===== src/rtl/uart_tx_cfg.sv =====
// UART transmitter with valid/ready input and a frame format fixed by parameters
// (data width, parity, stop bits); bit period derived from clock and baud rate.
module uart_tx_cfg #(
  parameter int BAUD      = 115200,
  parameter int F         = 50000000,
  parameter int DATA_BITS = 8,
  parameter int PARITY    = 0,
  parameter int STOP_BITS = 1
) (
  input  logic                 clk,
  input  logic                 rst,
  input  logic [DATA_BITS-1:0] data,
  input  logic                 valid,
  output logic                 ready,
  output logic                 tx,
  output logic                 busy
);

  localparam int DIV = (F + BAUD / 2) / BAUD;
  localparam int TW  = (DIV > 2) ? $clog2(DIV) : 1;
  localparam int BCW = $clog2(DATA_BITS + 1);

  generate
    if (DIV < 2) begin : g_bad_div
      $error("uart_tx_cfg: clocks per bit must be at least 2");
    end
    if (DATA_BITS < 5 || DATA_BITS > 9) begin : g_bad_bits
      $error("uart_tx_cfg: DATA_BITS must be 5..9");
    end
    if (PARITY < 0 || PARITY > 2) begin : g_bad_par
      $error("uart_tx_cfg: PARITY must be 0, 1 or 2");
    end
    if (STOP_BITS < 1 || STOP_BITS > 2) begin : g_bad_stop
      $error("uart_tx_cfg: STOP_BITS must be 1 or 2");
    end
  endgenerate

  typedef enum logic [2:0] {S_IDLE, S_START, S_DATA, S_PAR, S_STOP} state_t;

  state_t               state, state_n;
  logic [TW-1:0]        timer, timer_n;
  logic [BCW-1:0]       bit_cnt, bit_cnt_n;
  logic                 stop_cnt, stop_cnt_n;
  logic [DATA_BITS-1:0] shift, shift_n;
  logic                 par_bit, par_n;
  logic                 tx_n;
  logic                 bit_end;

  assign bit_end = (timer == TW'(DIV - 1));
  assign ready   = (state == S_IDLE);
  assign busy    = !ready;

  always_ff @(posedge clk or posedge rst) begin
    if (rst) begin
      state    <= S_IDLE;
      timer    <= '0;
      bit_cnt  <= '0;
      stop_cnt <= 1'b0;
      shift    <= '0;
      par_bit  <= 1'b0;
      tx       <= 1'b1;
    end else begin
      state    <= state_n;
      timer    <= timer_n;
      bit_cnt  <= bit_cnt_n;
      stop_cnt <= stop_cnt_n;
      shift    <= shift_n;
      par_bit  <= par_n;
      tx       <= tx_n;
    end
  end

  // tx_n is the line level for the next cycle, so tx is always a clean register output
  always_comb begin
    state_n    = state;
    timer_n    = timer;
    bit_cnt_n  = bit_cnt;
    stop_cnt_n = stop_cnt;
    shift_n    = shift;
    par_n      = par_bit;
    tx_n       = tx;

    if (state != S_IDLE) begin
      timer_n = bit_end ? '0 : timer + 1'b1;
    end

    case (state)
      S_IDLE: begin
        tx_n = 1'b1;
        if (valid) begin
          state_n = S_START;
          shift_n = data;
          par_n   = (PARITY == 1) ? ~(^data) : (^data);
          timer_n = '0;
          tx_n    = 1'b0;
        end
      end
      S_START: begin
        if (bit_end) begin
          state_n = S_DATA;
          tx_n    = shift[0];
        end
      end
      S_DATA: begin
        if (bit_end) begin
          shift_n = shift >> 1;
          if (bit_cnt == BCW'(DATA_BITS - 1)) begin
            bit_cnt_n = '0;
            if (PARITY != 0) begin
              state_n = S_PAR;
              tx_n    = par_bit;
            end else begin
              state_n = S_STOP;
              tx_n    = 1'b1;
            end
          end else begin
            bit_cnt_n = bit_cnt + 1'b1;
            tx_n      = shift[1];
          end
        end
      end
      S_PAR: begin
        if (bit_end) begin
          state_n = S_STOP;
          tx_n    = 1'b1;
        end
      end
      S_STOP: begin
        tx_n = 1'b1;
        if (bit_end) begin
          if (stop_cnt == 1'(STOP_BITS - 1)) begin
            state_n    = S_IDLE;
            stop_cnt_n = 1'b0;
          end else begin
            stop_cnt_n = stop_cnt + 1'b1;
          end
        end
      end
      default: begin
        state_n = S_IDLE;
        tx_n    = 1'b1;
      end
    endcase
  end

endmodule


===== config.mk =====
export PLATFORM = sky130hd
export DESIGN_NAME = uart_tx_cfg
export DESIGN_NICKNAME = d
export VERILOG_FILES = /design/src/rtl/uart_tx_cfg.sv
export SDC_FILE = /design/constraint.sdc
export NUM_CORES = 1
export LEC_CHECK = 0
export ABC_AREA = 0
export BUFFER_PORTS_ARGS = -buffer_cell sky130_fd_sc_hd__buf_4
export CAP_MARGIN = 20
export CORE_MARGIN = 3
export CORE_UTILIZATION = 57
export CTS_CLUSTER_DIAMETER = 50
export DETAILED_ROUTE_END_ITERATION = 10
export GPL_TIMING_DRIVEN = 0
export PLACE_DENSITY = 0.84
export SLEW_MARGIN = 20
export SYNTH_ARGS = -nofsm -noshare
export SYNTH_HDL_FRONTEND = slang
export SYNTH_SLANG_ARGS = --single-unit
export TNS_END_PERCENT = 50

===== constraint.sdc =====
create_clock -name clk -period 2.2 [get_ports clk]
set_input_delay 0.44 -clock clk [delete_from_list [all_inputs] [get_ports clk]]
set_output_delay 0.44 -clock clk [all_outputs]
set_load 0.1 [all_outputs]

==> results.toml, run 1 <==
[run_status]
status = "completed"

[floorplanning]
design.core.area_mm2 = 0.002233
boundaryPins = 14
die_x_um = 54.69
start_util_pct = 60.50
num_rows = 17
die_area_mm2 = 0.002991
die_h_um = 54.69

[setup_path]
startpoint = "state[0]"
path_max_fanout = 10
r2r-end = "shift[5]"
arrival_ns = 1.69
crit_end = "ready"
reg2reg_slack_ns = 0.28
crit_type = "flip-flop to primary output"
cp.required_ns = 1.76
rr_worst_depth = 6
cp-start-kind = "flip-flop"
end_kind = "primary output"
timing.rr.start = "state[2]"

[logic_synthesis]
ys_types = 47
synthMuxAreaShare_pct = 7.685
synthTopCellsByArea = "dfrtp_1 44%, o21ai_0 7.4%, mux2i_1 5.2%, nand2_1 5.0%, ha_1 2.8%"
synth_xor_area_share_pct = 1.296
synth_seq_cells = 25
synthAdderAreaFrac_pct = 2.778
syn_inst = 138
synth_compound_area_share_pct = 17.59
yosysTopAreaCell = "dfrtp_1"
yosys.area.top_type_share_pct = 44.44
avgSynthCellArea_um2 = 9.792
synth_top_family_by_area = "simple AND/OR/NAND/NOR gates"
synth-simple-area-share_pct = 19.54
ys_warn_count = 0
synth_area_mm2 = 0.001351
yosysSeqAreaShare_pct = 46.39
synth_nets = 152

[timing]
fin_ws_ns = 0.06849
setup_viol = 0
relSlewSlack_pct = 39.38
finClkSkew_ns = 0.008265
clock.fmax_ghz = 0.4692
rsz0062_at_grt = "no"
period_needed_ns = 2.132
final_hold_viol_count = 0
fin_tns_setup_ns = 0
post-route-period-util_pct = 96.89
tightest_slew_ns = 0.9084
slew_violations = 0

[cells_and_area]
drive_gt1_share_pct = 18.71
nFillCells = 193
final_area_mm2 = 0.001525
diodes = 0
nets = 170
syn_to_final_growth_pct = 12.87

[routing]
vias = 1087
antenna_left = 0
first_iter_violations = 6
first_pass_iters = 4
vias_per_cell = 5.940
dr.max_layer_used = "met4"
wl_met1_um = 1240
dr_wl_met3_um = 100
wl_per_cell_um = 14.57
routed-wl-met2_um = 1289
routed_wl_um = 2667
drcViolationCount = 0

[placement]
preCtsSetupSlack_ns = 0.2787
gp_congestion = 0.8413
portBuffers = 13
hpwl_um = 1948
placed_area_mm2 = 0.001486

[clocking]
cts_setup_buffers = 0
cts_max_level = 1
ctsRootBufferMaster = "clkbuf_4"
clock-sinks = 25
cts_buffer_depth = 2
cts_inserted_buffers = 3
path_clk_slew_ns = 0.14
cts_tree = "built"
clkLatencyLatePin_ns = 0.33

[pwr]
power_w = 0.001609
powerDensity_mw_per_mm2 = 1055
p_leak_nw = 0.7179
irDropWorstVdd_mv = 0.7272

[global_route]
antenna_found_initial = 0
grt_pass1_vias = 1037
grt_pass1_wl_um = 4560
overflow = 0
grt_usage_pct = 20.98
grt_max_degree = 26

[hold_path]
hp-class = "input pin to async pin"

[job]
drv_cap = 0
==> metal layers <==
layer | GRT usage, % | up-vias
met5 | 0 | -
met4 | 6.639 | 0
met3 | 3.815 | 6
met2 | 34.25 | 22
met1 | 27.86 | 523
li1 | - | 536
==> placed cells by master (no fill, tap or decap), types with 2 or more instances in the layout <==
| master | netlist | final |
|---|---|---|
| inv_1 | 3 | 3 |
| nand3_1 | 3 | 3 |
| clkbuf_1 | 1 | 2 |
| mux2_2 | 2 | 2 |
| a31oi_1 | 3 | 3 |
| nand2_1 | 18 | 18 |
| mux2i_1 | 7 | 7 |
| buf_2 | 3 | 3 |
| nand4b_1 | 2 | 2 |
| a21oi_1 | 3 | 3 |
| ha_1 | 3 | 3 |
| buf_4 | 1 | 13 |
| clkbuf_4 | 0 | 3 |
| o21ai_0 | 20 | 20 |
| dfrtp_1 | 24 | 24 |
| o22ai_1 | 2 | 2 |
| and3_1 | 2 | 2 |
| buf_6 | 2 | 2 |
| nor2_1 | 9 | 9 |
| nor2b_1 | 2 | 2 |
==> worst min path at each step <==
stage / startpoint / end / cells past startpoint / slack, ns
3_3_place_gp: shift[2] / shift[2] / 2 / 0.46
3_5_place_dp: shift[0] / shift[0] / 2 / 0.48
2_1_floorplan: shift[0] / shift[0] / 2 / 0.44
6_report: rst / timer[0] / 2 / 0.29
5_1_grt: data[7] / shift[7] / 3 / 0.35
4_1_cts: rst / timer[0] / 2 / 0.34
==> logic make-up after synthesis <==
logic type | count (synthesis)
DFF | 25
xor gates and xnor gates | 2
buffers and inverters | 11
adders and majority gates | 3
muxes | 10
and+or+nand+nor | 48
AOI/OAI and AO/OA | 39
==> cells in the mapped netlist, drive strengths merged <==
master	n
a32o	1
nand2b	1
a32oi	1
xnor2	1
or3b	1
clkbuf	1
buf	6
a41oi	1
and4b	1
mux2i	7
a2111oi	1
and3	2
o22ai	2
nand4bb	1
nor2	9
o31ai	1
a22o	1
and3b	1
nor4	1
o21ai	20
ha	3
nand3	3
inv	4
a22oi	1
dfstp	1
nand4	1
xor2	1
and4bb	1
dfrtp	24
nand4b	2
o211ai	1
nor3	2
nand2	18
mux2	3
nor3b	1
nor2b	2
o21a	1
a31oi	3
a21oi	4
or3	1
a211oi	1
==> repair_timing <==
| item | CTS | global route |
|---|---|---|
| resized for setup | 1 | 2 |
| pin swaps | 0 | 0 |
| gates cloned | 0 | 0 |
| endpoints found under the setup margin | 1 | 1 |
| hold buffers | 0 | 0 |
==> sequential cells by signal (all words and copies together), names as in the netlist <==
register and cells:
timer 9, shift 8, bit_cnt 4, state 3, tx 1
==> metrics by stage <==
step / util [%] / hold slack (ns) / instances
2_1_floorplan: - / 0.4447 / 138
3_3_place_gp: 66.55 / 0.4613 / 179
3_5_place_dp: 66.55 / 0.4754 / 179
4_1_cts: 67.90 / 0.3368 / 183
5_1_grt: 68.29 / 0.3533 / 183
6_report: 68.29 / 0.2944 / 183
==> worst max-delay path: stages (launching register included) <==
cell and delay, ns:
dfrtp_1 0.40, buf_6 0.14, or3_1 0.37, buf_2 0.17, inv_4 0.12, buf_12 0.18
==> where the power goes <==
part | switching [W] | leakage (nW) | internal, W | total, W
Clock | 0.000139 | 0.0150 | 0.0000711 | 0.000210
Combinational | 0.000485 | 0.376 | 0.000234 | 0.000719
Sequential | 0.0000894 | 0.327 | 0.000591 | 0.000680
==> final cells by class <==
| cell class | count | area (um^2) | share of cell area (%) |
|---|---|---|---|
| well taps | 28 | 35.03 | 2.297 |
| plain buffers | 7 | 48.80 | 3.199 |
| inverters | 4 | 17.52 | 1.148 |
| clock buffers | 4 | 26.28 | 1.723 |
| repair buffers | 13 | 110.1 | 7.219 |
| flip-flops and latches | 25 | 626.9 | 41.10 |
| multi-input cells | 102 | 660.6 | 43.31 |
No activity file was read; power rests on OpenSTA's default activity.
==> inputs of run 2 (changes only) <==
Settings changed: ABC_CLOCK_PERIOD_IN_PS set to 2200, CORE_UTILIZATION 57 to 60, CTS_BUF_LIST set to sky130_fd_sc_hd__clkbuf_4, PLACE_DENSITY 0.84 to 0.88.
==> run 2 against run 1 <==
First-iteration DRC count rose to 6.3 times the previous value. Clock power up 2%. Global-route usage up 1.5 points. Register-to-register slack better by 0.09 ns. Die area down 4.5%. Critical path depth unchanged. Sequential power about the same. Power up 0.38%. Combinational power about the same. Design area unchanged. Clock-buffer cell count down 1. Highest routed layer unchanged.
==> results.toml, run 2 (same netlist as run 1, synthesis figures left out) <==
[timing]
slew_violations = 0
final_hold_viol_count = 0
post-route-period-util_pct = 96.65
setup_viol = 0
tightest_slew_ns = 0.9376
finClkSkew_ns = 0.003268
clock.fmax_ghz = 0.4703
relSlewSlack_pct = 37.43
period_needed_ns = 2.126

[placement]
portBuffers = 13
gp_congestion = 0.7822
placed_area_mm2 = 0.001485
hpwl_um = 2008

[routing]
wl_per_cell_um = 15.25
drcViolationCount = 0
routed_wl_um = 2775
antenna_left = 0
first_iter_violations = 38
vias_per_cell = 6.192
vias = 1127
first_pass_iters = 4

[floorplanning]
boundaryPins = 14
die_x_um = 53.46
die_area_mm2 = 0.002857
start_util_pct = 66.18
num_rows = 16
design.core.area_mm2 = 0.002042
die_h_um = 53.46

[global_route]
grt_pass1_wl_um = 4629
grt_usage_pct = 22.51
grt_max_degree = 26
grt_pass1_vias = 1057
overflow = 0
antenna_found_initial = 0

[setup_path]
slowest_stage = "dfrtp_1"
end_kind = "primary output"
cp-start-kind = "flip-flop"
cp.required_ns = 1.76
path_max_fanout = 10
cp_cell_sequence = "buf_6, or3_1, buf_2, inv_4, buf_12"
arrival_ns = 1.69
crit_type = "flip-flop to primary output"
rr_worst_depth = 6
slowest_delay_ns = 0.40

[cells_and_area]
diodes = 0
drive_gt1_share_pct = 19.35
mostFrequentLayoutCell = "dfrtp_1"
reg_top3 = "timer: 9 flops, shift: 8 flops, bit_cnt: 4 flops"
syn_to_final_growth_pct = 12.87
final_cell_mix = "24 x dfrtp_1, 20 x o21ai_0, 18 x nand2_1"
nets = 170
largest_register = "timer"
final_area_mm2 = 0.001525
largest_reg_flops = 9
postLayoutCoreUtil_pct = 74.69
nFillCells = 159

[pwr]
p_leak_nw = 0.7207
internal_power_w = 0.0008909
pwr-share-seq_pct = 42.3
switching_share_pct = 44.83
p_switching_w = 0.0007238
irDropWorstVdd_mv = 0.9249
comb_power_share_pct = 44.4
pwr-share-clk_pct = 13.3
powerDensity_mw_per_mm2 = 1059

[hold_path]
hp-class = "input pin to async pin"

[clocking]
cts_hold_buf = 0
clkLatencyLatePin_ns = 0.33
cts_inserted_buffers = 3
cts_setup_buffers = 0
clock-sinks = 25
ctsRootBufferMaster = "clkbuf_4"
path_clk_slew_ns = 0.14
cts_max_level = 1
cts_buffer_depth = 2
cts_tree = "built"

[job]
drv_cap = 0

[run_status]
status = "completed"
## run 2: what timing repair did
item                                   CTS  global route
setup endpoints to repair                1             1
endpoints found under the hold margin    0             0
resized for setup                        1             2
## run 2: path summary, 6_finish.rpt
check,to,slack [ns],start
worst max-delay path,ready,0.07,state[0]
worst min-delay path,bit_cnt[0],0.30,rst
worst max register to register,shift[6],0.37,timer[0]
worst min register to register,shift[5],0.50,shift[5]
max in group asynchronous,state[2],1.33,rst
min in group clk,shift[7],0.35,data[7]
## run 2: layout make-up
type	instances	area [um^2]	area share, %
clock inverters	1	5.005	0.3281
repair buffers	13	110.1	7.219
flip-flops and latches	25	626.9	41.10
plain buffers	7	48.80	3.199
multi-input cells	102	660.6	43.31
well taps	27	33.78	2.215
clock buffers	3	22.52	1.477
inverters	4	17.52	1.148
## run 2: power by group through the flow
stage | combinational, W | sequential (W) | clock, W
finish | 0.000717 | 0.000682 | 0.000215
global route | 0.000772 | 0.000698 | 0.000236
CTS | 0.000690 | 0.000680 | 0.000216
detailed placement | 0.000681 | 0.000689 | 0
global placement | 0.000661 | 0.000681 | 0
floorplan | 0.000472 | 0.000738 | 0
## run 2: routing by layer
layer	track usage (%)	part of all wire, %	vias to the layer above
met3	4.507	3.5	8
met1	29.62	46	551
met4	10.21	1.7	0
met5	0	0	-
li1	-	-	541
met2	35.31	49	27
## run 2: critical path: cells and delay by family, from the launching register on
family,cells,cell delay [ns]
AND/OR/NAND/NOR,1,0.36
flip-flops,1,0.40
buffers and inverters,4,0.59
## run 2: through the flow
stage	setup TNS [ns]	hold slack, ns	worst slack, ns	total power [W]	std cells
after floorplan	0	0.4447	0.1164	0.001210	138
after global placement	0	0.4620	0.3672	0.001343	178
final	0	0.3025	0.07373	0.001615	182
after CTS	0	0.3490	0.03921	0.001586	182
after global routing	-0.003720	0.3454	-0.003720	0.001706	182
after detailed placement	0	0.4744	0.3648	0.001370	178
==> inputs of run 3 (changes only) <==
Settings changed: ABC_AREA 0 to 1, CORE_UTILIZATION 60 to 61, PLACE_DENSITY 0.88 to 0.89.
==> run 3 against run 2 <==
Sequential share of layout area decreased by 3.0 points. Clock power rose by 2%. Fmax rose by 4.6%. Clock-buffer cell count grew 1. Highest routed layer unchanged. Area after synthesis up 9.6%.
==> results.toml, run 3 <==
[run_status]
status = "completed"

[timing]
clock.fmax_ghz = 0.4919
hold_slack_ns = 0.3050
post-route-period-util_pct = 92.41
rsz0062_at_grt = "no"
tightest_slew_ns = 0.9302
setup_viol = 0
fin_tns_setup_ns = 0
relSlewSlack_pct = 37.92
slew_violations = 0
finClkSkew_ns = 0.01281
final_hold_viol_count = 0
period_needed_ns = 2.033

[clocking]
path_clk_slew_ns = 0.14
ctsRootBufferMaster = "clkbuf_4"
cts_hold_buf = 0
cts_repair_resize_count = 0
cts_inserted_buffers = 3
cts_setup_buffers = 0
cts_buffer_depth = 2
clkLatencyLatePin_ns = 0.32
cts_tree = "built"
clock-sinks = 25
cts_max_level = 1

[pwr]
power_w = 0.0007089
irDropWorstVdd_mv = 0.4015
powerDensity_mw_per_mm2 = 431.2
p_leak_nw = 0.8762

[logic_synthesis]
synth_nets = 207
synth-simple-area-share_pct = 39.95
yosysMostFrequentCell = "nand2_1"
synth_xor_area_share_pct = 2.956
synth_seq_cells = 25
yosysTopAreaCell = "dfrtp_1"
synth_top_family_by_area = "simple AND/OR/NAND/NOR gates"
yosys.area.top_type_share_pct = 40.54
syn_inst = 193
avgSynthCellArea_um2 = 7.676
synthTopCellsByArea = "dfrtp_1 41%, nand2_1 17%, nand3_1 10%, inv_1 3.5%, nand2_4 3.0%"
synthAdderAreaFrac_pct = 2.534
synth_commonest_cells = "66 x nand2_1, 30 x nand3_1, 24 x dfrtp_1"
yosysSeqAreaShare_pct = 42.31
ys_types = 28
synthMuxAreaShare_pct = 0
synth_edf_count = 0
synth_compound_area_share_pct = 5.574
synth_area_mm2 = 0.001481
async_flop_share_pct = 100.0
ys_warn_count = 0
synth-main-ff-cell = "dfrtp_1"

[job]
drv_cap = 0

[floorplanning]
num_rows = 17
start_util_pct = 65.70
design.core.area_mm2 = 0.002255
boundaryPins = 14
die_x_um = 55.28
die_area_mm2 = 0.003056
die_h_um = 55.28

[routing]
first_pass_iters = 5
first_iter_violations = 30
routed-wl-met2_um = 1508
routed_wl_um = 2958
dr.max_layer_used = "met4"
dr_wl_met3_um = 67
vias_per_cell = 5.462
drcViolationCount = 0
vias = 1300
wl_per_cell_um = 12.43
antenna_left = 0
wl_met1_um = 1357

[cells_and_area]
nets = 225
ff_latch_area_um2 = 626.9
drive_gt1_share_pct = 19.52
final_cell_mix = "66 x nand2_1, 30 x nand3_1, 24 x dfrtp_1"
largest_register = "timer"
multi_input_comb_area_um2 = 755.7
diodes = 0
mostFrequentLayoutCell = "nand2_1"
nFillCells = 184
largest_reg_flops = 9
syn_to_final_growth_pct = 10.98
reg_top3 = "timer: 9 flops, shift: 8 flops, bit_cnt: 4 flops"

[setup_path]
path_max_fanout = 9
arrival_ns = 1.59
r2r-end = "shift[3]"
cp-start-kind = "flip-flop"
rr_worst_depth = 8
reg2reg_slack_ns = 0.68
end_kind = "primary output"
crit_type = "flip-flop to primary output"
timing.rr.start = "timer[1]"
cp.required_ns = 1.76

[hold_path]
hp-class = "input pin to async pin"

[placement]
hpwl_um = 2228
portBuffers = 13
gp_congestion = 0.8196

[global_route]
grt_usage_pct = 21.79
grt_pass1_vias = 1270
antenna_found_initial = 0
grt_max_degree = 26
overflow = 0
grt_pass1_wl_um = 5430
-- run 3: cell type report --
class / instances / share of cell area, %
repair buffers: 13 / 5.936
inverters: 19 / 4.566
well taps: 28 / 2.131
multi-input cells: 146 / 45.97
plain buffers: 3 / 1.446
clock buffers: 4 / 1.826
flip-flops and latches: 25 / 38.13
-- run 3: cell families after synthesis --
| family | Yosys count |
|---|---|
| flops | 25 |
| xor+xnor | 5 |
| compound gates | 15 |
| fa+ha+maj | 3 |
| simple gates | 123 |
| buf+inv | 22 |
-- run 3: layer usage --
layer,GRT usage [%],vias up
li1,-,657
met1,27.26,620
met2,37.50,21
met3,2.570,2
met4,9.722,0
met5,0,-
-- run 3: worst max-delay path: stages (launching register included) --
cell and delay [ns]:
dfrtp_1 0.46, nor2_2 0.26, nand2_4 0.15, inv_4 0.11, buf_4 0.29
-- run 3: power breakdown --
group / internal, W / leakage [nW] / switching [W]
combinational: 0.0000144 / 0.537 / 0.0000159
sequential: 0.000460 / 0.320 / 0
clock: 0.0000833 / 0.0184 / 0.000136
-- run 3: stage by stage --
step | utilization [%] | instances | setup WS [ns] | area [um^2]
after floorplan | - | 193 | 0.5210 | 1481
after global placement | 71.59 | 234 | 0.5691 | 1614
after detailed placement | 71.59 | 234 | 0.5277 | 1614
after CTS | 72.92 | 238 | 0.1542 | 1644
after global routing | 72.92 | 238 | 0.08250 | 1644
final | 72.92 | 238 | 0.1670 | 1644
-- run 3: worst max-delay path by stage --
stage	slack (ns)	end	depth (start not counted)	from
2_1_floorplan	0.52	ready	3	state[0]
3_3_place_gp	0.57	ready	4	state[0]
3_5_place_dp	0.53	ready	4	state[0]
4_1_cts	0.15	ready	4	state[0]
5_1_grt	0.08	ready	4	state[0]
6_report	0.17	ready	4	state[0]
